===== src/rtl/isa_host_sequencer_pkg.sv =====
`timescale 1ns/1ps
`default_nettype none
// +----------------------------------------------------------------------+
// | Package : isa_host_pkg                                                |
// | Shared state encoding and register-word bit positions for the        |
// | compute-core host sequencer.                                          |
// | Revision: 1.0  initial release                                        |
// +----------------------------------------------------------------------+
package isa_host_pkg;

  // Sequencer states; ABORT is the core-reset tail after a watchdog timeout
  typedef enum logic [2:0] {
    IDLE  = 3'd0,
    RESET = 3'd1,
    FETCH = 3'd2,
    WRITE = 3'd3,
    WCLR  = 3'd4,
    START = 3'd5,
    WAIT  = 3'd6,
    ABORT = 3'd7
  } state_t;

  // control_low_word bit positions
  localparam int CTL_WEA    = 14;
  localparam int CTL_ISA    = 15;
  localparam int CTL_GRANT  = 16;
  // control_high_word bit positions
  localparam int HI_RST     = 0;
  localparam int HI_START   = 1;
  // status word bit positions
  localparam int ST_DONE    = 0;
  localparam int ST_CNT_LSB = 2;

  localparam int ISA_SLOTS  = 16;
  localparam int INS_W      = 42;
  localparam int SLOT_W     = $clog2(ISA_SLOTS);

endpackage
`default_nettype wire


===== src/rtl/isa_host_sequencer.sv =====
`timescale 1ns/1ps
`default_nettype none
// +----------------------------------------------------------------------+
// | Module  : isa_host_sequencer                                          |
// | Resets the compute core, writes 1..16 ISA instructions through the   |
// | register interface, pulses start, polls done and returns the core    |
// | cycle count. Watchdog aborts a run that never completes.             |
// | Revision: 1.0  initial release                                        |
// +----------------------------------------------------------------------+
module isa_host_sequencer
  import isa_host_pkg::*;
#(
  parameter int RST_CYCLES = 4,
  parameter int STATUS_LAG = 2,
  parameter int TIMEOUT_W  = 32
) (
  input  logic              clk,
  input  logic              rst,
  input  logic              go,
  input  logic [4:0]        prog_len,
  output logic              ins_req,
  output logic [3:0]        ins_addr,
  input  logic [INS_W-1:0]  ins_data,
  input  logic              ins_valid,
  output logic [31:0]       control_low_word,
  output logic [31:0]       control_high_word,
  output logic [31:0]       dina_ext_low_word,
  output logic [31:0]       dina_ext_high_word,
  input  logic [31:0]       status,
  output logic              busy,
  output logic              done,
  output logic              err,
  output logic [29:0]       cycle_count
);

  localparam int RC_W  = (RST_CYCLES < 2) ? 1 : $clog2(RST_CYCLES);
  localparam int LAG_W = (STATUS_LAG < 2) ? 1 : $clog2(STATUS_LAG + 1);

  state_t                 state, state_n;
  logic [SLOT_W-1:0]      slot, slot_n;
  logic [SLOT_W-1:0]      last_slot, last_slot_n;
  logic [RC_W-1:0]        rcnt, rcnt_n;
  logic [LAG_W-1:0]       lag, lag_n;
  logic [TIMEOUT_W-1:0]   wdog, wdog_n, wdog_inc;
  logic [INS_W-1:0]       ins_q, ins_q_n;
  logic                   core_rst, core_rst_n;
  logic                   core_start, core_start_n;
  logic                   wea, wea_n;
  logic                   isa_sel, isa_sel_n;
  logic                   req_n, busy_n, done_n, err_n;
  logic [29:0]            count_n;
  logic                   len_ok;

  // status[1] carries no information for the sequencer
  logic unused_status_bit;
  assign unused_status_bit = status[1];

  assign len_ok   = (prog_len != 5'd0) && (prog_len <= 5'(ISA_SLOTS));
  assign wdog_inc = wdog + 1'b1;
  assign ins_addr = slot;

  assign dina_ext_low_word  = ins_q[31:0];
  assign dina_ext_high_word = {22'd0, ins_q[INS_W-1:32]};

  // Pack the register words from their registered fields; grant and bram_sel stay 0
  always_comb begin
    control_low_word                = '0;
    control_low_word[SLOT_W-1:0]    = slot;
    control_low_word[CTL_WEA]       = wea;
    control_low_word[CTL_ISA]       = isa_sel;
    control_low_word[CTL_GRANT]     = 1'b0;
    control_high_word               = '0;
    control_high_word[HI_RST]       = core_rst;
    control_high_word[HI_START]     = core_start;
  end

  // Next-state and next-output decode; pulses default low, everything else holds
  always_comb begin
    state_n      = state;
    slot_n       = slot;
    last_slot_n  = last_slot;
    rcnt_n       = rcnt;
    lag_n        = lag;
    wdog_n       = wdog;
    ins_q_n      = ins_q;
    core_rst_n   = core_rst;
    core_start_n = 1'b0;
    wea_n        = 1'b0;
    isa_sel_n    = isa_sel;
    req_n        = ins_req;
    busy_n       = busy;
    done_n       = 1'b0;
    err_n        = 1'b0;
    count_n      = cycle_count;
    case (state)
      IDLE: begin
        if (go) begin
          if (len_ok) begin
            last_slot_n = SLOT_W'(prog_len - 5'd1);
            slot_n      = '0;
            rcnt_n      = '0;
            core_rst_n  = 1'b1;
            busy_n      = 1'b1;
            state_n     = RESET;
          end else begin
            err_n = 1'b1;
          end
        end
      end
      RESET: begin
        if (rcnt == RC_W'(RST_CYCLES - 1)) begin
          rcnt_n     = '0;
          core_rst_n = 1'b0;
          req_n      = 1'b1;
          state_n    = FETCH;
        end else begin
          rcnt_n = rcnt + 1'b1;
        end
      end
      FETCH: begin
        if (ins_valid) begin
          ins_q_n   = ins_data;
          req_n     = 1'b0;
          wea_n     = 1'b1;
          isa_sel_n = 1'b1;
          state_n   = WRITE;
        end
      end
      WRITE: begin
        state_n = WCLR;
      end
      WCLR: begin
        isa_sel_n = 1'b0;
        if (slot == last_slot) begin
          core_start_n = 1'b1;
          state_n      = START;
        end else begin
          slot_n  = slot + 1'b1;
          req_n   = 1'b1;
          state_n = FETCH;
        end
      end
      START: begin
        lag_n   = LAG_W'(STATUS_LAG);
        wdog_n  = '0;
        state_n = WAIT;
      end
      WAIT: begin
        if (lag != '0) begin
          lag_n = lag - 1'b1;
        end
        // done takes precedence over a watchdog expiry in the same cycle
        if ((lag == '0) && status[ST_DONE]) begin
          count_n = status[31:ST_CNT_LSB];
          done_n  = 1'b1;
          busy_n  = 1'b0;
          state_n = IDLE;
        end else if (&wdog_inc) begin
          wdog_n     = wdog_inc;
          err_n      = 1'b1;
          busy_n     = 1'b0;
          core_rst_n = 1'b1;
          rcnt_n     = '0;
          state_n    = ABORT;
        end else begin
          wdog_n = wdog_inc;
        end
      end
      ABORT: begin
        if (rcnt == RC_W'(RST_CYCLES - 1)) begin
          rcnt_n     = '0;
          core_rst_n = 1'b0;
          state_n    = IDLE;
        end else begin
          rcnt_n = rcnt + 1'b1;
        end
      end
      default: begin
        state_n = IDLE;
      end
    endcase
  end

  // State and output registers
  always_ff @(posedge clk) begin
    if (rst) begin
      state       <= IDLE;
      slot        <= '0;
      last_slot   <= '0;
      rcnt        <= '0;
      lag         <= '0;
      wdog        <= '0;
      ins_q       <= '0;
      core_rst    <= 1'b0;
      core_start  <= 1'b0;
      wea         <= 1'b0;
      isa_sel     <= 1'b0;
      ins_req     <= 1'b0;
      busy        <= 1'b0;
      done        <= 1'b0;
      err         <= 1'b0;
      cycle_count <= '0;
    end else begin
      state       <= state_n;
      slot        <= slot_n;
      last_slot   <= last_slot_n;
      rcnt        <= rcnt_n;
      lag         <= lag_n;
      wdog        <= wdog_n;
      ins_q       <= ins_q_n;
      core_rst    <= core_rst_n;
      core_start  <= core_start_n;
      wea         <= wea_n;
      isa_sel     <= isa_sel_n;
      ins_req     <= req_n;
      busy        <= busy_n;
      done        <= done_n;
      err         <= err_n;
      cycle_count <= count_n;
    end
  end

endmodule
`default_nettype wire


===== config.mk =====
export PLATFORM = sky130hd
export DESIGN_NAME = isa_host_sequencer
export DESIGN_NICKNAME = d
export VERILOG_FILES = /design/src/rtl/isa_host_sequencer_pkg.sv /design/src/rtl/isa_host_sequencer.sv
export SDC_FILE = /design/constraint.sdc
export NUM_CORES = 1
export LEC_CHECK = 0
export CELL_PAD_IN_SITES_DETAIL_PLACEMENT = 0
export CELL_PAD_IN_SITES_GLOBAL_PLACEMENT = 1
export CORE_AREA = 2 2 139 175
export CTS_CLUSTER_DIAMETER = 80
export DETAILED_ROUTE_END_ITERATION = 7
export DIE_AREA = 0 0 141 177
export GPL_TIMING_DRIVEN = 0
export PLACE_DENSITY_LB_ADDON = 0.1
export REMOVE_ABC_BUFFERS = 1
export SLEW_MARGIN = 20
export SYNTH_ARGS = -nofsm -noshare
export SYNTH_HDL_FRONTEND = slang
export SYNTH_SLANG_ARGS = --single-unit

===== constraint.sdc =====
create_clock -name clk -period 2.8 [get_ports clk]
set_input_delay 0.56 -clock clk [delete_from_list [all_inputs] [get_ports clk]]
set_output_delay 0.56 -clock clk [all_outputs]
set_load 0.03 [all_outputs]

* Yosys cells after proc, flatten, opt, wreduce, memory -nomap -nowiden
Cells that the tools add are included.
Widths: inputs -> output; s select.
** Cells by class
- Add/sub/neg operators :: 5
- Magnitude comparators :: 1
- Muxes and demuxes :: 46
- Reductions and logical operators :: 29
- Equal/unequal tests :: 20
- Bitwise operators :: 3
** Operator list (count)
- $pmux 32 s2 :: 1
- $add 32x1->32 const B :: 1
- $mux 32 :: 1
- $reduce_and 32->1 :: 1
- $mux 3 :: 8
- $pmux 3 s8 :: 1
- $mux 1 :: 18
- $ne 2x2->1 const B :: 9
- $eq 3x3->1 const B :: 4
- $mux 2 :: 6
- $mux 4 :: 3
- $reduce_and 4->1 :: 3
- $reduce_and 6->1 :: 2
- $reduce_and 2->1 :: 5
- $reduce_bool 2->1 :: 5
- $pmux 4 s2 :: 1
- $reduce_or 2->1 :: 4
- $eq 3x2->1 const B :: 2
- $pmux 1 s2 :: 3
- $pmux 1 s3 :: 2
- $pmux 2 s3 :: 1
- $reduce_bool 3->1 :: 2
- $le 5x5->1 const B :: 1
- $reduce_and 5->1 :: 1
- 16 further kinds :: 19
** Word-level totals
- Bits in registers :: 127
- Output and inout port bits :: 166
- Logic and storage cells :: 120

* Logic depth before layout (Yosys ltp)
- Depth in word-level cells :: 5
- Depth in mapped cells :: 10
- Mapped depth without buffers :: 9

* Worst setup path after synthesis
OpenSTA, ideal clock, no wires.
- Path type :: register to register
- From :: reg wdog[1]
- To :: reg core_rst
- Arrival time :: 2.849 ns
- Library setup time :: 0.076 ns
- Period minus slack after synthesis :: 2.925 ns
- Stages on the path, launching flop included :: 11
- Setup slack :: -0.125 ns
- Cells stage by stage :: dfxtp_1 -> ha_1 -> buf_2 -> nand4_2 -> or4_1 -> clkbuf_1 -> or3_1 -> a22oi_1 -> or4b_1 -> or2_1 -> o22ai_1
** Between the ends
- Longest elaborated chain between the ends :: 4
** Ends and longest elaborated chain
- start, declared :: RTL line isa_host_sequencer.sv:44 : logic [TIMEOUT_W-1:0] wdog, wdog_n, wdog_inc;
- start signal, assigned :: RTL line isa_host_sequencer.sv:209 : wdog <= wdog_n;
- $add 32x1->32 :: RTL line isa_host_sequencer.sv:59 : assign wdog_inc = wdog + 1'b1;
- $reduce_and 32->1 :: RTL line isa_host_sequencer.sv:158 : end else if (&wdog_inc) begin
- $ne 2x2->1 (no line)
- $reduce_and 6->1 (no line)
- end signal, assigned :: RTL line isa_host_sequencer.sv:211 : core_rst <= core_rst_n;
- end, declared :: RTL line isa_host_sequencer.sv:46 : logic core_rst, core_rst_n;
Every way passes these cells.
A chain may end at the register's enable or synchronous reset.

* Worst setup path after layout
- From :: reg wdog[1]
- To :: reg err
** Between the ends
- Longest elaborated chain between the ends :: 5
** Ends and longest elaborated chain
- $add 32x1->32 :: RTL line isa_host_sequencer.sv:59
- $reduce_and 32->1 :: RTL line isa_host_sequencer.sv:158
- $mux 1 :: RTL line isa_host_sequencer.sv:158
- $mux 1 :: RTL line isa_host_sequencer.sv:153 : if ((lag == '0) && status[ST_DONE]) begin
- $pmux 1 s2 :: RTL line isa_host_sequencer.sv:95 : case (state)
- end signal, assigned :: RTL line isa_host_sequencer.sv:218 : err <= err_n;
- end, declared :: RTL line isa_host_sequencer.sv:32 : output logic err,
Every way passes these cells.

==> impl_metrics.yaml <==
floorplan:
  dieArea_sq_um: 25000
  die_w_um: 141
  pin_count: 249
  core.rowCount: 63
  core_sq_um: 23400
  start_util: 0.274
  dieHeight_um: 177
sta:
  tns_ns: 0
  relSlewSlack: 0.601
  layout_min_cycle_time_ns: 2.72
  fmax_mhz: 368
  finalHoldViolCount: 0
  fin_crit_sh: 0.971
  clock_skew_ns: 0.0100
  setup-violations-final: 0
  maxSlewViolCount: 0
  holdWs_ns: 0.451
  rsz0062_at_grt: "no"
  max_slew.worst_pin.slew_ns: 0.598
placed_design:
  placed_cell_area_sq_um: 8110
  hpwl_um: 12900
  io_buffers: 169
  place_congestion: 0.741
power_and_ir_drop:
  total_power_mw: 5.20
  cellPowerDensity_nw_per_um2: 583
  p_switching_mw: 1.64
  power.share.combinational: 0.189
  peakVddDrop_uv: 415
  pwr-share-seq: 0.388
  p_sw_frac: 0.315
  p_leak_nw: 3.04
  power_frac_clock: 0.423
  p_int_mw: 3.56
setup_path:
  start_kind: "register"
  cp_data_required_time_ns: 3.15
  critical_path_class: "register to register"
  crit_path_max_fanout: 6
  end_kind: "register"
  arrival_ns: 3.07
yosys:
  async_flop_share: 0
  syn_area_sq_um: 6420
  seq_area_frac_synth: 0.396
  yosysWarnings: 0
  synth_edf_count: 0
  syn_inst: 847
  synth_flop_cell: "dfxtp_1"
  avgSynthCellArea_sq_um: 7.58
  ys_ff_latch: 127
  synth_cell_types: 57
drt:
  remaining_drc_errors: 0
  dr.first_iter.drc_count: 295
  final_antenna_net_count: 0
  detail_route.wl_per_cell_um: 14.8
  vias: 5992
  via_per_inst: 4.64
  drtPass1Iterations: 4
  routed_wl_um: 19100
grt:
  grt_antenna_before_repair: 0
  grt_first_pass_wirelength_um: 30100
  grt_pass1_vias: 5542
  grt_util_all_layers: 0.150
  grt_max_degree: 89
  grt.overflow.total: 0
clocking:
  numClockSinks: 127
  cts_root_buffer: "clkbuf_16"
  clockBufferDepth: 2
  clk_latency_ns: 0.42
  cts_tree: "done"
  cts_buffers: 17
  cts_max_level: 4
  cts_hold_buf: 0
  path_clk_slew_ns: 0.06
flow_run:
  maxCapViolCount: 0
cells_and_area:
  nNetsFinal: 1075
  drive_gt1_frac: 0.101
  diodes: 0
  areaGrowthSynthToFinish_pct: 39.1
  design_area_sq_um: 8930
  fin_util: 0.381
worst_hold_path:
  holdCritPathClass: "register to register"
run_status:
  status: "complete, no violations"
## state kept, by name, summed over array words and instances, names as in the netlist
name         cells
ins_q           42
wdog            32
cycle_count     30
ins_addr         4
last_slot        4
state            3
lag              2
rcnt             2
busy             1
core_rst         1
core_start       1
done             1
err              1
ins_req          1
isa_sel          1
wea              1
## worst max-delay path, cell delays in order, from the launching register on
cell     delay (ns)
dfxtp_4        0.39
ha_4           0.16
nand4_4        0.14
or4_4          0.48
or3_1          0.34
a22oi_2        0.16
or4b_4         0.53
or2_4          0.29
o22ai_2        0.16
## synth_stat cells, types with 7 or more instances
master,number,share of area
a311oi_1,11,0.015
nand4_1,13,0.013
o21ai_0,33,0.026
clkbuf_1,48,0.028
nor2_1,53,0.031
dfxtp_1,127,0.40
a31oi_1,7,0.0068
inv_1,10,0.0058
buf_4,86,0.10
and3_1,8,0.0078
nor3_1,18,0.014
a21oi_1,114,0.089
buf_2,7,0.0055
or3_1,9,0.0088
nand3_1,19,0.015
nand2_1,177,0.10
xnor2_1,10,0.014
## stage by stage
| step | instances | worst slack (ns) |
|---|---|---|
| global placement | 1242 | -3.03 |
| CTS | 1286 | 0.00558 |
| floorplan | 781 | -0.130 |
| finish | 1291 | 0.0805 |
| global route | 1291 | 0.00622 |
| detailed placement | 1250 | -0.750 |
## worst paths after layout
path,from,end,slack (ns),cells after the start
setup / recovery,wdog[1],err,0.08,8
hold / removal,cycle_count[12],cycle_count[12],0.45,2
setup reg to reg,wdog[1],err,0.08,8
hold reg to reg,cycle_count[12],cycle_count[12],0.45,2
## logic make-up after synthesis
| kind of cell | count (synthesis) | synth area share |
|---|---|---|
| and+or+nand+nor | 341 | 0.245 |
| muxes | 1 | 0.00156 |
| buffers and inverters | 153 | 0.141 |
| xor gates and xnor gates | 15 | 0.0205 |
| DFF | 127 | 0.396 |
| AOI/OAI and AO/OA | 203 | 0.183 |
| other | 1 | 0.000584 |
| adders and majority gates | 6 | 0.0117 |
## power groups by stage
| stage | clock network, mW | registers (mW) | logic [mW] |
|---|---|---|---|
| global placement | 0 | 2.06 | 0.952 |
| finish | 2.20 | 2.02 | 0.982 |
| detailed placement | 0 | 2.06 | 0.985 |
| global route | 2.36 | 2.03 | 1.07 |
| floorplan | 0 | 2.16 | 0.455 |
| CTS | 2.29 | 2.02 | 0.988 |
## final cells by class
cell class,count,area [sq um]
inverters,10,37.5
fillers,2487,14500
multi-input cells,644,3410
well taps,292,365
repair buffers,186,1940
clock inverters,14,145
flip-flops and latches,127,2590
clock buffers,18,439
## layout by cell type (no fill, tap or decap), types with 10 or more instances in the layout
| cell | n |
|---|---|
| dfxtp_1 | 108 |
| xnor2_1 | 10 |
| dfxtp_2 | 10 |
| conb_1 | 78 |
| nand4_1 | 13 |
| o21ai_0 | 32 |
| clkdlybuf4s50_1 | 168 |
| nand2_1 | 176 |
| a311oi_1 | 11 |
| inv_1 | 10 |
| a21oi_1 | 112 |
| nor3_1 | 16 |
| nor2_1 | 51 |
| nand3_1 | 14 |
| clkbuf_16 | 17 |
## what timing repair did
item	in CTS	in global routing
gates resized for setup	32	19
setup endpoints to repair	57	19
setup buffers	4	5
pin swaps	4	2
## per-layer routing
| metal | wire, um | vias to the layer above | track usage |
|---|---|---|---|
| met5 | 0 | - | 0 |
| met4 | 226 | 0 | 0.0458 |
| met1 | 8820 | 2783 | 0.194 |
| met3 | 832 | 14 | 0.0317 |
| met2 | 9220 | 152 | 0.252 |
| li1 | - | 3043 | - |
(Power assumes the default switching activity.)
